**src/rtl/ddr_cmd_arbiter.sv**
```systemverilog
// Two-port arbiter in front of the MIG user-port command interface.
// Port 0 (display reads) has fixed priority; a starvation counter forces port 1 through.
module ddr_cmd_arbiter #(
  parameter int STARVE_LIMIT = 8,
  parameter int CNT_W        = 4
) (
  input  logic        clk,
  input  logic        reset,
  input  logic        mem_calib_done,
  input  logic        cmd_full,
  input  logic [6:0]  wr_count,
  input  logic        p0_req,
  input  logic [2:0]  p0_instr,
  input  logic [5:0]  p0_bl,
  input  logic [29:0] p0_addr,
  output logic        p0_ack,
  input  logic        p1_req,
  input  logic [2:0]  p1_instr,
  input  logic [5:0]  p1_bl,
  input  logic [29:0] p1_addr,
  output logic        p1_ack,
  output logic        cmd_en,
  output logic [2:0]  cmd_instr,
  output logic [5:0]  cmd_bl,
  output logic [29:0] cmd_byte_addr,
  output logic        grant_id,
  output logic        busy
);

  typedef enum logic [1:0] {
    WAIT_CALIB = 2'd0,
    IDLE       = 2'd1,
    ISSUE      = 2'd2,
    GAP        = 2'd3
  } state_t;

  localparam logic [CNT_W-1:0] LIMIT = CNT_W'(STARVE_LIMIT);

  state_t            state_reg, state_next;
  logic              cal_meta_reg, cal_s_reg;
  logic [CNT_W-1:0]  starve_reg, starve_next;
  logic              cmd_en_reg, cmd_en_next;
  logic [1:0]        ack_reg, ack_next;
  logic              busy_reg, busy_next;
  logic              grant_id_reg, grant_id_next;
  logic [2:0]        cmd_instr_reg, cmd_instr_next;
  logic [5:0]        cmd_bl_reg, cmd_bl_next;
  logic [29:0]       cmd_addr_reg, cmd_addr_next;

  // Per-port views so eligibility is described once for both requesters.
  logic [1:0]        req_v;
  logic [2:0]        instr_v [2];
  logic [5:0]        bl_v    [2];
  logic [29:0]       addr_v  [2];
  logic [1:0]        elig;

  assign req_v[0]   = p0_req;
  assign req_v[1]   = p1_req;
  assign instr_v[0] = p0_instr;
  assign instr_v[1] = p1_instr;
  assign bl_v[0]    = p0_bl;
  assign bl_v[1]    = p1_bl;
  assign addr_v[0]  = p0_addr;
  assign addr_v[1]  = p1_addr;

  genvar gi;
  generate
    for (gi = 0; gi < 2; gi++) begin : g_port
      logic is_write;
      logic data_ok;
      // Writes (000, 010) wait until the whole burst is already in the write-data FIFO.
      assign is_write = ~instr_v[gi][2] & ~instr_v[gi][0];
      assign data_ok  = ~is_write | (wr_count >= ({1'b0, bl_v[gi]} + 7'd1));
      assign elig[gi] = req_v[gi] & ~cmd_full & data_ok;
    end
  endgenerate

  logic force_p1;
  logic win_valid;
  logic win_id;

  assign force_p1  = (starve_reg >= LIMIT) & elig[1];
  assign win_valid = elig[0] | elig[1];
  assign win_id    = force_p1 | ~elig[0];

  always_ff @(posedge clk or posedge reset) begin
    if (reset) begin
      cal_meta_reg <= 1'b0;
      cal_s_reg    <= 1'b0;
    end else begin
      cal_meta_reg <= mem_calib_done;
      cal_s_reg    <= cal_meta_reg;
    end
  end

  always_ff @(posedge clk or posedge reset) begin
    if (reset) begin
      state_reg     <= WAIT_CALIB;
      starve_reg    <= '0;
      cmd_en_reg    <= 1'b0;
      ack_reg       <= 2'b00;
      busy_reg      <= 1'b0;
      grant_id_reg  <= 1'b0;
      cmd_instr_reg <= 3'd0;
      cmd_bl_reg    <= 6'd0;
      cmd_addr_reg  <= 30'd0;
    end else begin
      state_reg     <= state_next;
      starve_reg    <= starve_next;
      cmd_en_reg    <= cmd_en_next;
      ack_reg       <= ack_next;
      busy_reg      <= busy_next;
      grant_id_reg  <= grant_id_next;
      cmd_instr_reg <= cmd_instr_next;
      cmd_bl_reg    <= cmd_bl_next;
      cmd_addr_reg  <= cmd_addr_next;
    end
  end

  always_comb begin
    state_next     = state_reg;
    starve_next    = starve_reg;
    cmd_en_next    = 1'b0;
    ack_next       = 2'b00;
    busy_next      = 1'b0;
    grant_id_next  = grant_id_reg;
    cmd_instr_next = cmd_instr_reg;
    cmd_bl_next    = cmd_bl_reg;
    cmd_addr_next  = cmd_addr_reg;

    case (state_reg)
      WAIT_CALIB: begin
        if (cal_s_reg) state_next = IDLE;
      end
      IDLE: begin
        if (!p1_req) starve_next = '0;
        if (!cal_s_reg) begin
          state_next = WAIT_CALIB;
        end else if (win_valid) begin
          state_next             = ISSUE;
          cmd_en_next            = 1'b1;
          busy_next              = 1'b1;
          ack_next[win_id]       = 1'b1;
          grant_id_next          = win_id;
          cmd_instr_next         = instr_v[win_id];
          cmd_bl_next            = bl_v[win_id];
          cmd_addr_next          = addr_v[win_id];
          // Only a p0 win that overrode an eligible p1 counts as a lost arbitration.
          if (win_id)
            starve_next = '0;
          else if (elig[1] && (starve_reg < LIMIT))
            starve_next = starve_reg + CNT_W'(1);
        end
      end
      ISSUE: begin
        state_next = GAP;
        busy_next  = 1'b1;
      end
      GAP: begin
        state_next = IDLE;
      end
      default: state_next = WAIT_CALIB;
    endcase
  end

  assign cmd_en        = cmd_en_reg;
  assign p0_ack        = ack_reg[0];
  assign p1_ack        = ack_reg[1];
  assign busy          = busy_reg;
  assign grant_id      = grant_id_reg;
  assign cmd_instr     = cmd_instr_reg;
  assign cmd_bl        = cmd_bl_reg;
  assign cmd_byte_addr = cmd_addr_reg;

endmodule

```
**config.mk**
```make
export PLATFORM = sky130hd
export DESIGN_NAME = ddr_cmd_arbiter
export DESIGN_NICKNAME = d
export VERILOG_FILES = /design/src/rtl/ddr_cmd_arbiter.sv
export SDC_FILE = /design/constraint.sdc
export NUM_CORES = 1
export LEC_CHECK = 0
export CELL_PAD_IN_SITES_DETAIL_PLACEMENT = 0
export CELL_PAD_IN_SITES_GLOBAL_PLACEMENT = 1
export CORE_ASPECT_RATIO = 0.8
export CORE_UTILIZATION = 33
export CTS_CLUSTER_SIZE = 12
export DETAILED_ROUTE_END_ITERATION = 8
export GPL_TIMING_DRIVEN = 0
export PLACE_DENSITY_LB_ADDON = 0.1
export REMOVE_ABC_BUFFERS = 1
export SYNTH_ARGS = -nofsm -noshare
export SYNTH_HDL_FRONTEND = slang
export SYNTH_SLANG_ARGS = --single-unit
```
**constraint.sdc**
```tcl
create_clock -name clk -period 3.4 [get_ports clk]
set_input_delay 0.68 -clock clk [delete_from_list [all_inputs] [get_ports clk]]
set_output_delay 0.68 -clock clk [all_outputs]
set_load 0.02 [all_outputs]
```
==> flow_summary.yaml <==
power:
  p_total_w: 0.002886
  power.leakage_nw: 1.984
  p_seq_share_pct: 34.5
  max-vdd-ir-drop_v: 0.0002741
  p_switching_w: 0.001103
  p_int_w: 0.001783
  comb_power_share_pct: 52.4
  p_clk_share_pct: 13.1
  power.density_nw_per_um2: 602.2
  netSwitchingFraction_pct: 38.22
die:
  fp.dieW_microns: 108.1
  die_area_sq_um: 9398
  die_y_microns: 86.91
  core_area_sq_um: 8596
  io_pins: 135
  row_count: 30
  start_util_pct: 34.60
cts:
  clk_pin_slew_ps: 100
  htreeDepth: 2
  cts_tree: "done"
  root_buffer: "clkbuf_8"
  clk_path_buf_depth: 2
  cts.sinks: 52
  cts_made_buffers: 5
  cts_hold_buffers: 0
  clock_latency_ps: 310
worst_setup_path:
  max_stage_delay_ps: 550
  start_kind: "input port"
  cp.arrival_ps: 3450
  crit_fanout: 6
  slowest_stage: "clkdlybuf4s50_1"
  cp_cell_sequence: "clkdlybuf4s50_1 -> ha_2 -> nand3_1 -> xor2_1 -> ha_1 -> a211oi_1 -> o21ai_1 -> a21oi_4 -> buf_12 -> buf_12 -> buf_4 -> nand2b_1 -> nor3_1 -> mux2_2"
  end_kind: "register"
  required_ps: 3600
  reg2reg_slack_ps: 1260
  cp_common_cell: "buf_12"
  crit_type: "input port to register"
synthesis:
  synth.distinct_cells: 37
  ys_warn_count: 0
  seq_area_frac_synth_pct: 43.75
  synthTopCellsByArea: "dfrtp_1, mux2i_1, ha_1"
  avgSynthCellArea_sq_um: 10.33
  synth_flop_cell: "dfrtp_1"
  syn-cell-area_sq_um: 2974
  synth_common_cells: "dfrtp_1, nor2_1, mux2i_1"
  synth_top_cell_by_area: "dfrtp_1"
  synth_edf_count: 0
  synth_most_common_cell: "dfrtp_1"
  ys_seq_elements: 52
  synth_cells: 288
  synth_top_area_share_pct: 43.75
  postSynth.asyncResetShare_pct: 100.0
global_route:
  grt_overflow: 0
  grt_usage_pct: 18.97
  grt_pass1_wl_microns: 13210
  grt_pass1_vias: 2472
  antenna_found_initial: 0
  grt_max_degree: 45
place:
  gp_congestion: 0.7499
  place_hpwl_microns: 5697
  portBuffers: 134
  placed_cells: 522
timing:
  timing.final.max_slew_violations: 0
  setup_viol: 0
  setup_tns_ps: 0
  fin_crit_ps: 3251
  timing.final.hold_violations: 0
  rsz0062_at_grt: "no"
  layout_worst_path_cycle_share_pct: 95.62
  tightest_slew_ps: 845.8
  slew_headroom_pct: 43.50
  clock-skew-final_ps: 7.021
  fmax_mhz: 307.6
route:
  wl_per_cell_microns: 16.50
  detail-route-antenna-nets: 0
  routed_wl_microns: 9091
  drtPass1Iterations: 4
  drt_iter0_markers: 71
  vias: 2642
  remaining_drc_errors: 0
  vias_per_cell: 4.795
min_path:
  hp-class: "register to register"
flow_run:
  cap_violations: 0
layout:
  drive_gt1_share_pct: 9.112
  finalNetCount: 551
  diodes: 0
  fin_cells: 551
  fin_util_pct: 55.75
  area_growth_pct: 61.13
  largest_register_ffs: 30
run_status:
  status: "complete, no violations"
## power by group through the flow
| stage | clock [W] | combinational [W] | sequential [W] |
|---|---|---|---|
| after global routing | 0.000421 | 0.00162 | 0.00103 |
| after CTS | 0.000396 | 0.00149 | 0.000996 |
| after global placement | 0 | 0.00143 | 0.00100 |
| after floorplan | 0 | 0.000413 | 0.00131 |
| final | 0.000379 | 0.00151 | 0.000995 |
| after detailed placement | 0 | 0.00144 | 0.00101 |
## kinds of logic after synthesis
family,after synthesis,share of synthesized area [%]
compound gates,61,12.41
xor+xnor,9,2.651
fa+ha+maj,22,9.255
buf+inv,26,6.016
flops,52,43.75
mux,42,14.18
simple gates,76,11.74
## final timing paths
| check | from | end | cells past startpoint |
|---|---|---|---|
| setup / recovery | p1_bl[0] | starve_reg[0] | 14 |
| hold / removal | cal_meta_reg | cal_s_reg | 0 |
| setup reg to reg | state_reg[1] | cmd_byte_addr[9] | 8 |
| hold reg to reg | cal_meta_reg | cal_s_reg | 0 |
| max in group asynchronous | reset | cmd_byte_addr[11] | 3 |
| min in group asynchronous | reset | cmd_byte_addr[9] | 2 |
## what timing repair did
action | CTS | global route
pin swaps | 4 | 0
endpoints found under the setup margin | 42 | 47
gates resized for setup | 3 | 7
gates cloned | 4 | 2
setup buffers | 10 | 5
hold endpoints to repair | 0 | 0
## stage by stage
step                hold WS [ps]  instance area [sq um]  worst slack (ps)
finish                     368.0                   4792             149.1
global route               376.3                   4792             33.84
CTS                        373.5                   4661             2.887
detailed placement         341.1                   4388            -805.1
global placement           344.7                   4322             -3878
floorplan                  331.2                   2840             -1888
## placed cells by master (no fill, tap or decap), types with 2 or more instances in the layout
cell type / count
o211a_4: 4
nand2_1: 5
inv_1: 11
a211o_1: 2
nor2b_1: 4
and3_1: 2
o2bb2ai_4: 2
xnor2_1: 3
xor2_1: 6
buf_12: 7
dfrtp_1: 52
ha_1: 20
o211ai_1: 3
mux2i_1: 41
o21ai_0: 3
dlymetal6s2s_1: 2
ha_2: 2
clkbuf_8: 6
nor2_1: 43
nand3_1: 10
nor3_1: 3
clkinv_2: 2
a21oi_1: 39
nand2b_1: 4
o2bb2ai_2: 2
a211oi_1: 2
buf_4: 10
clkdlybuf4s50_1: 132
## layer usage
| layer | track usage, % | wire length [microns] | vias up |
|---|---|---|---|
| met2 | 30.46 | 4077 | 71 |
| met3 | 6.582 | 616 | 4 |
| met5 | 0 | 0 | - |
| met4 | 4.110 | 51 | 0 |
| li1 | - | - | 1322 |
| met1 | 24.66 | 4346 | 1245 |
## final cells by class
type / count / area (sq um)
Tap cell: 112 / 140.1
Fill cell: 780 / 3804
Multi-Input combinational cell: 215 / 1627
Timing Repair Buffer: 152 / 1587
Clock inverter: 2 / 10.01
Sequential cell: 52 / 1301
Clock buffer: 6 / 82.58
Inverter: 12 / 45.04
## critical path: cells and delay by family
family,cells,cell delay [ps]
XOR/XNOR,1,210
multiplexers,1,270
AND/OR/NAND/NOR,3,330
buffers and inverters,4,930
AO/OA/AOI/OAI,3,510
adder cells (fa/ha/maj),2,520
(Power assumes the default switching activity.)
